`config.mk`:
```
export PLATFORM = sky130hd
export DESIGN_NAME = usb_endpi_buffer
export DESIGN_NICKNAME = d
export VERILOG_FILES = /design/src/rtl/usb_endp_pkg.sv /design/src/rtl/endp_buf.sv /design/src/rtl/usb_endpi_buffer.sv
export SDC_FILE = /design/constraint.sdc
export NUM_CORES = 1
export LEC_CHECK = 0
export CAP_MARGIN = 20
export CELL_PAD_IN_SITES_DETAIL_PLACEMENT = 0
export CELL_PAD_IN_SITES_GLOBAL_PLACEMENT = 1
export CORE_MARGIN = 1
export CORE_UTILIZATION = 40
export DETAILED_ROUTE_END_ITERATION = 7
export PLACE_DENSITY = 0.74
export SYNTH_ARGS = -nofsm -noshare
export SYNTH_HDL_FRONTEND = slang
export SYNTH_SLANG_ARGS = --single-unit
```
`constraint.sdc`:
```
create_clock -name clk -period 4.4 [get_ports clk]
set_clock_uncertainty 0.15 [all_clocks]
set_input_delay 0.44 -clock clk [delete_from_list [all_inputs] [get_ports clk]]
set_output_delay 0.44 -clock clk [all_outputs]
set_load 0.05 [all_outputs]
```
`src/rtl/usb_endp_pkg.sv`:
```
// usb_endp_pkg: state encoding and CTRL register bit positions shared by IN endpoint buffers
package usb_endp_pkg;
    typedef enum logic [1:0] {IDLE, ARMED, SEND, WAIT_HS} endp_state_t;
    localparam int CTRL_ARM     = 15;
    localparam int CTRL_CLR_TOG = 14;
    localparam int CTRL_HALT    = 13;
    localparam int CTRL_BUSY    = 15;
    localparam int CTRL_DONE    = 14;
    localparam int CTRL_TOG     = 12;
    localparam int LEN_W        = 7;
endpackage

```
`src/rtl/endp_buf.sv`:
```
// endp_buf: packet RAM, 16-bit word write port, little-endian byte read port
// clk: clock; we/waddr/wdata: word write; raddr: byte address (bit 0 picks the byte); rdata: byte out
module endp_buf
    import usb_endp_pkg::*;
#(
    parameter int WORDS = 4,
    parameter int AW    = 2
) (
    input  logic          clk,
    input  logic          we,
    input  logic [AW-1:0] waddr,
    input  logic [15:0]   wdata,
    input  logic [AW:0]   raddr,
    output logic [7:0]    rdata
);
    logic [15:0] mem [WORDS];
    logic [15:0] word;

    always_ff @(posedge clk) begin
        if (we) mem[waddr] <= wdata;
    end

    assign word  = mem[raddr[AW:1]];
    assign rdata = raddr[0] ? word[15:8] : word[7:0];
endmodule

```
`src/rtl/usb_endpi_buffer.sv`:
```
// usb_endpi_buffer: CPU transmit buffer and IN-token handshake engine for one USB IN endpoint
// CPU side: io_addr/io_wr/io_rd/io_wdata in, io_rdata out (registered, CTRL at CTRL_ADDR, DATA at DATA_ADDR)
// SIE side: in_token/hs_ack/hs_timeout in; tx_start/tx_pid1/tx_zlp, tx_valid/tx_ready/tx_data/tx_last, nak, stall out
// irq: packet-done interrupt, only driven when ENDPI_IRQ_EN is defined (then CTRL reads also clear done)
module usb_endpi_buffer
    import usb_endp_pkg::*;
#(
    parameter logic [15:0] CTRL_ADDR  = 16'h5000,
    parameter logic [15:0] DATA_ADDR  = 16'h5020,
    parameter int          MAX_PACKET = 8
) (
    input  logic        clk,
    input  logic        rst_n,
    input  logic [15:0] io_addr,
    input  logic        io_wr,
    input  logic        io_rd,
    input  logic [15:0] io_wdata,
    output logic [15:0] io_rdata,
    input  logic        in_token,
    input  logic        hs_ack,
    input  logic        hs_timeout,
    output logic        tx_start,
    output logic        tx_pid1,
    output logic        tx_zlp,
    output logic        tx_valid,
    input  logic        tx_ready,
    output logic [7:0]  tx_data,
    output logic        tx_last,
    output logic        nak,
    output logic        stall,
    output logic        irq
);
    localparam int WORDS = MAX_PACKET / 2;
    localparam int AW = (WORDS > 1) ? $clog2(WORDS) : 1;
    localparam logic [AW:0] WFULL = (AW + 1)'(WORDS);
    localparam logic [LEN_W-1:0] LMAX = LEN_W'(MAX_PACKET);

    endp_state_t st, st_n;
    logic tog, tog_n, done, done_n, halt, halt_n;
    logic [AW:0] wptr, wptr_n;
    logic [LEN_W-1:0] len, len_n, rptr, rptr_n, req_len;
    logic start_n, pid_n, zlp_n, nak_n, stall_n;
    logic ctrl_wr, ctrl_rd, data_wr, buf_we, last;
    logic [7:0] buf_byte;
    logic [15:0] rdata_n;
    logic unused;

    assign ctrl_wr = io_wr && io_addr == CTRL_ADDR;
    assign ctrl_rd = io_rd && io_addr == CTRL_ADDR;
    assign data_wr = io_wr && io_addr == DATA_ADDR;
    assign req_len = io_wdata[LEN_W-1:0] > LMAX ? LMAX : io_wdata[LEN_W-1:0];
    assign buf_we  = data_wr && st == IDLE && wptr != WFULL;
    assign last    = rptr == len - 1'b1;
    assign tx_valid = st == SEND;
    assign tx_last  = tx_valid && last;
    assign tx_data  = tx_valid ? buf_byte : 8'h00;
    assign rdata_n  = ctrl_rd ? {st != IDLE, done, halt, tog, 5'b0, len} : 16'h0000;
    assign unused   = ^io_wdata[12:7];

`ifdef ENDPI_IRQ_EN
    assign irq = done;
`else
    assign irq = 1'b0;
`endif

    endp_buf #(.WORDS(WORDS), .AW(AW)) u_buf (
        .clk   (clk),
        .we    (buf_we),
        .waddr (wptr[AW-1:0]),
        .wdata (io_wdata),
        .raddr (rptr[AW:0]),
        .rdata (buf_byte)
    );

    // Token and SIE events resolve against the current state first; the
    // CPU CTRL write is applied last so it overrides them where they overlap.
    always_comb begin
        st_n    = st;
        tog_n   = tog;
        done_n  = done;
        halt_n  = halt;
        wptr_n  = wptr;
        len_n   = len;
        rptr_n  = rptr;
        start_n = 1'b0;
        pid_n   = 1'b0;
        zlp_n   = 1'b0;
        nak_n   = 1'b0;
        stall_n = 1'b0;
        if (in_token && halt) begin
            stall_n = 1'b1;
        end else if (in_token && st == IDLE) begin
            nak_n = 1'b1;
        end else if (in_token && st == ARMED) begin
            start_n = 1'b1;
            pid_n   = tog;
            zlp_n   = len == '0;
            rptr_n  = '0;
            st_n    = len == '0 ? WAIT_HS : SEND;
        end
        if (st == SEND && tx_ready) begin
            rptr_n = rptr + 1'b1;
            st_n   = last ? WAIT_HS : SEND;
        end
        if (st == WAIT_HS && hs_ack) begin
            tog_n  = ~tog;
            done_n = 1'b1;
            wptr_n = '0;
            st_n   = IDLE;
        end else if (st == WAIT_HS && hs_timeout) begin
            st_n = ARMED;
        end
        if (buf_we) wptr_n = wptr + 1'b1;
`ifdef ENDPI_IRQ_EN
        if (ctrl_rd) done_n = 1'b0;
`endif
        if (ctrl_wr) begin
            done_n = 1'b0;
            halt_n = io_wdata[CTRL_HALT];
            tog_n  = io_wdata[CTRL_CLR_TOG] ? 1'b0 : tog_n;
            if (st == IDLE) begin
                len_n  = req_len;
                wptr_n = '0;
                st_n   = io_wdata[CTRL_ARM] ? ARMED : st_n;
            end
        end
    end

    always_ff @(posedge clk or negedge rst_n) begin
        if (!rst_n) begin
            st       <= IDLE;
            tog      <= 1'b0;
            done     <= 1'b0;
            halt     <= 1'b0;
            wptr     <= '0;
            len      <= '0;
            rptr     <= '0;
            tx_start <= 1'b0;
            tx_pid1  <= 1'b0;
            tx_zlp   <= 1'b0;
            nak      <= 1'b0;
            stall    <= 1'b0;
            io_rdata <= 16'h0000;
        end else begin
            st       <= st_n;
            tog      <= tog_n;
            done     <= done_n;
            halt     <= halt_n;
            wptr     <= wptr_n;
            len      <= len_n;
            rptr     <= rptr_n;
            tx_start <= start_n;
            tx_pid1  <= pid_n;
            tx_zlp   <= zlp_n;
            nak      <= nak_n;
            stall    <= stall_n;
            io_rdata <= rdata_n;
        end
    end
endmodule

```
==> run metrics <==
cells after synthesis=284; via count=2546; CTS H-Tree Depth=3; postcts setup bufs=0; Total GRT Usage=0.163; CTS tree=built; Setup TNS Final=0 ps; Detailed Place HPWL=5.83 mm; combinational group share of total power=0.045; predominant post-synthesis flop cell=edfxtp_1; Routed Antenna Nets=0; Peak VDD IR=0.000136 V; Slew HR=0.417; Hold Fails Final Rpt=0; largest net degree at the start of global routing=39; Port Buf Inserts=65; fin util=0.512; worst slew pin tran=874 ps; Clk Latency, worst-skew pair=360 ps; first-pass GRT wire length=13.7 mm; critical path required time=3810 ps; sequential share of power=0.600; drt initial violations=93; Total Wirelength=8.56 mm; Core Area=10500 µm²; filler cell count=926; initial antenna violation count=0; RePlAce Congestion=0.772; Die Area=11400 µm²; crit path max fanout=4; Setup crit start kind=flop; Hold/Removal Path Class=primary input to async pin; post-synthesis cell type count=47; total gr overflow=0; Total Power=1.70 mW; nets@finish=402; min cycle time layout=3580 ps; fmax=0.279 GHz; number of synthesized flops with an enable pin=64; PwrDens=317 nW/µm²; Seq/Total Area, Yosys=0.657; critical path data arrival time=2990 ps; Die Span X=107 µm; # hold bufs at CTS=0; Syn-to-layout area delta=22.4%; DRC violations left=0; CP Capture Type=primary output; Pint=1.32 mW; fin. max-slew vios=0; Clk pwr share=0.355; Reg clk slew, reported paths=100 ps; CTS buffer count=9; Warnings, synthesis=0; I/O pins=72; Leak=2.02 nW; flops & latches, synth=102; Setup violations, final=0; Max-cap violations=0; DR pass1 iterations=4; Final period util=0.813; number of global-route vias before repair=2638; share of cells above drive strength 1=0.145; status=finished clean; most frequent cells in the layout=64 x clkdlybuf4s50_1, 64 x edfxtp_1, 38 x dfrtp_1; DR vias/cell=5.14; Clock Path Buffers=2; Routed WL per cell=17.3 µm; critical path class=flop to primary output; Sw Ratio=0.220; Initial Util=0.418; clock sink count=102; root buf cell=clkbuf_8; unrepaired setup endpoints after global routing=no; P_sw=0.374 mW; PostCTS Resize Cnt=0; Post-synth ARST share=0.373; Die H=107 µm; Avg Inst Size Synth=15.4 µm²; number of antenna diodes=0; Site Rows=37; Post-Syn Area=4380 µm²
==> area by class of cell <==
type | count | area (µm²) | share of cell area
inverter | 9 | 33.8 | 0.00631
timing repair buffer | 69 | 676 | 0.126
sequential | 102 | 2870 | 0.536
clock inverter | 6 | 77.6 | 0.0145
clock buffer | 9 | 124 | 0.0231
multi-input combinational | 164 | 1400 | 0.262
tap | 136 | 170 | 0.0318
==> power by group through the flow <==
stage / sequential, mW / combinational [mW] / clock [mW]
CTS: 1.02 / 0.0769 / 0.617
global route: 1.02 / 0.0817 / 0.652
global placement: 1.04 / 0.0751 / 0
detailed placement: 1.04 / 0.0767 / 0
floorplan: 1.04 / 0.0217 / 0
finish: 1.02 / 0.0756 / 0.603
==> final timing paths <==
path | startpoint | endpoint | slack (ps) | cells past startpoint
setup / recovery | len[0] | tx_last | 820 | 8
hold / removal | rst_n | stall | 40 | 1
setup reg to reg | wptr[0] | u_buf.mem[2][6] | 2200 | 6
hold reg to reg | done | done | 350 | 1
max in group asynchronous | rst_n | rptr[6] | 3510 | 1
min in group clk | done | done | 350 | 1
==> state kept, by name (all words and copies together) (netlist names) <==
register / flops
rptr: 7
tog: 1
wptr: 3
done: 1
tx_pid1: 1
st: 2
len: 7
tx_zlp: 1
tx_start: 1
u_buf.mem: 64
io_rdata: 11
nak: 1
halt: 1
stall: 1
==> worst max-delay path: stages, from the launching register on <==
cell and delay [ps]:
dfrtp_1 430, inv_1 130, ha_1 190, nor3b_2 270, xnor2_1 170, nand3b_1 100
a311o_1 390, nor2_1 130, clkdlybuf4s50_1 830
==> layer usage <==
metal  global-route usage  routed length [µm]  up-vias  share of wire
li1                     -                   -     1178              -
met1                0.214                3810     1298           0.44
met2                0.265                4270       59           0.50
met3               0.0371                 346       11          0.040
met4               0.0597                 138        0          0.016
met5                    0                   0        -              0
==> Yosys cell counts (2+ instances only) <==
cell       n  area, µm²
a21oi_1    3       15.0
and2_1     2       12.5
and2_2     3       22.5
and3_1    10       62.6
buf_1      2       7.51
buf_2      3       15.0
buf_4      6       45.0
clkbuf_1   2       7.51
dfrtp_1   38        951
edfxtp_1  64       1920
ha_1       7       87.6
inv_1      8       30.0
mux2i_1   10        100
mux4_2    16        360
nand2_1   15       56.3
nand2b_1   3       18.8
nand3_1   11       55.1
nand4b_1   2       17.5
nor2_1    21       78.8
nor2b_1    4       25.0
nor3_1     3       15.0
nor3_2     3       30.0
nor4_4     3       63.8
o21ai_0    7       35.0
o21ai_1    4       20.0
o31ai_1    2       15.0
xnor2_1    8       70.1
xor2_1     5       43.8
==> logic make-up after synthesis <==
group / Yosys count / synth area share
AOI/OAI and AO/OA: 20 / 0.0269
and+or+nand+nor: 90 / 0.132
buffers and inverters: 23 / 0.0275
other: 1 / 0.000857
muxes: 28 / 0.110
xor gates and xnor gates: 13 / 0.0260
adders and majority gates: 7 / 0.0200
DFF: 102 / 0.657
==> metrics by stage <==
stage	worst slack (ps)	instance area [µm²]	cells	hold WS (ps)
4_1_cts	776	5360	495	50.1
5_1_grt	636	5360	495	84.9
3_3_place_gp	1270	5150	480	325
2_1_floorplan	1660	4390	289	-5.59
3_5_place_dp	1210	5150	480	326
6_report	822	5360	495	39.0
Power figures use the tool's default switching activity.
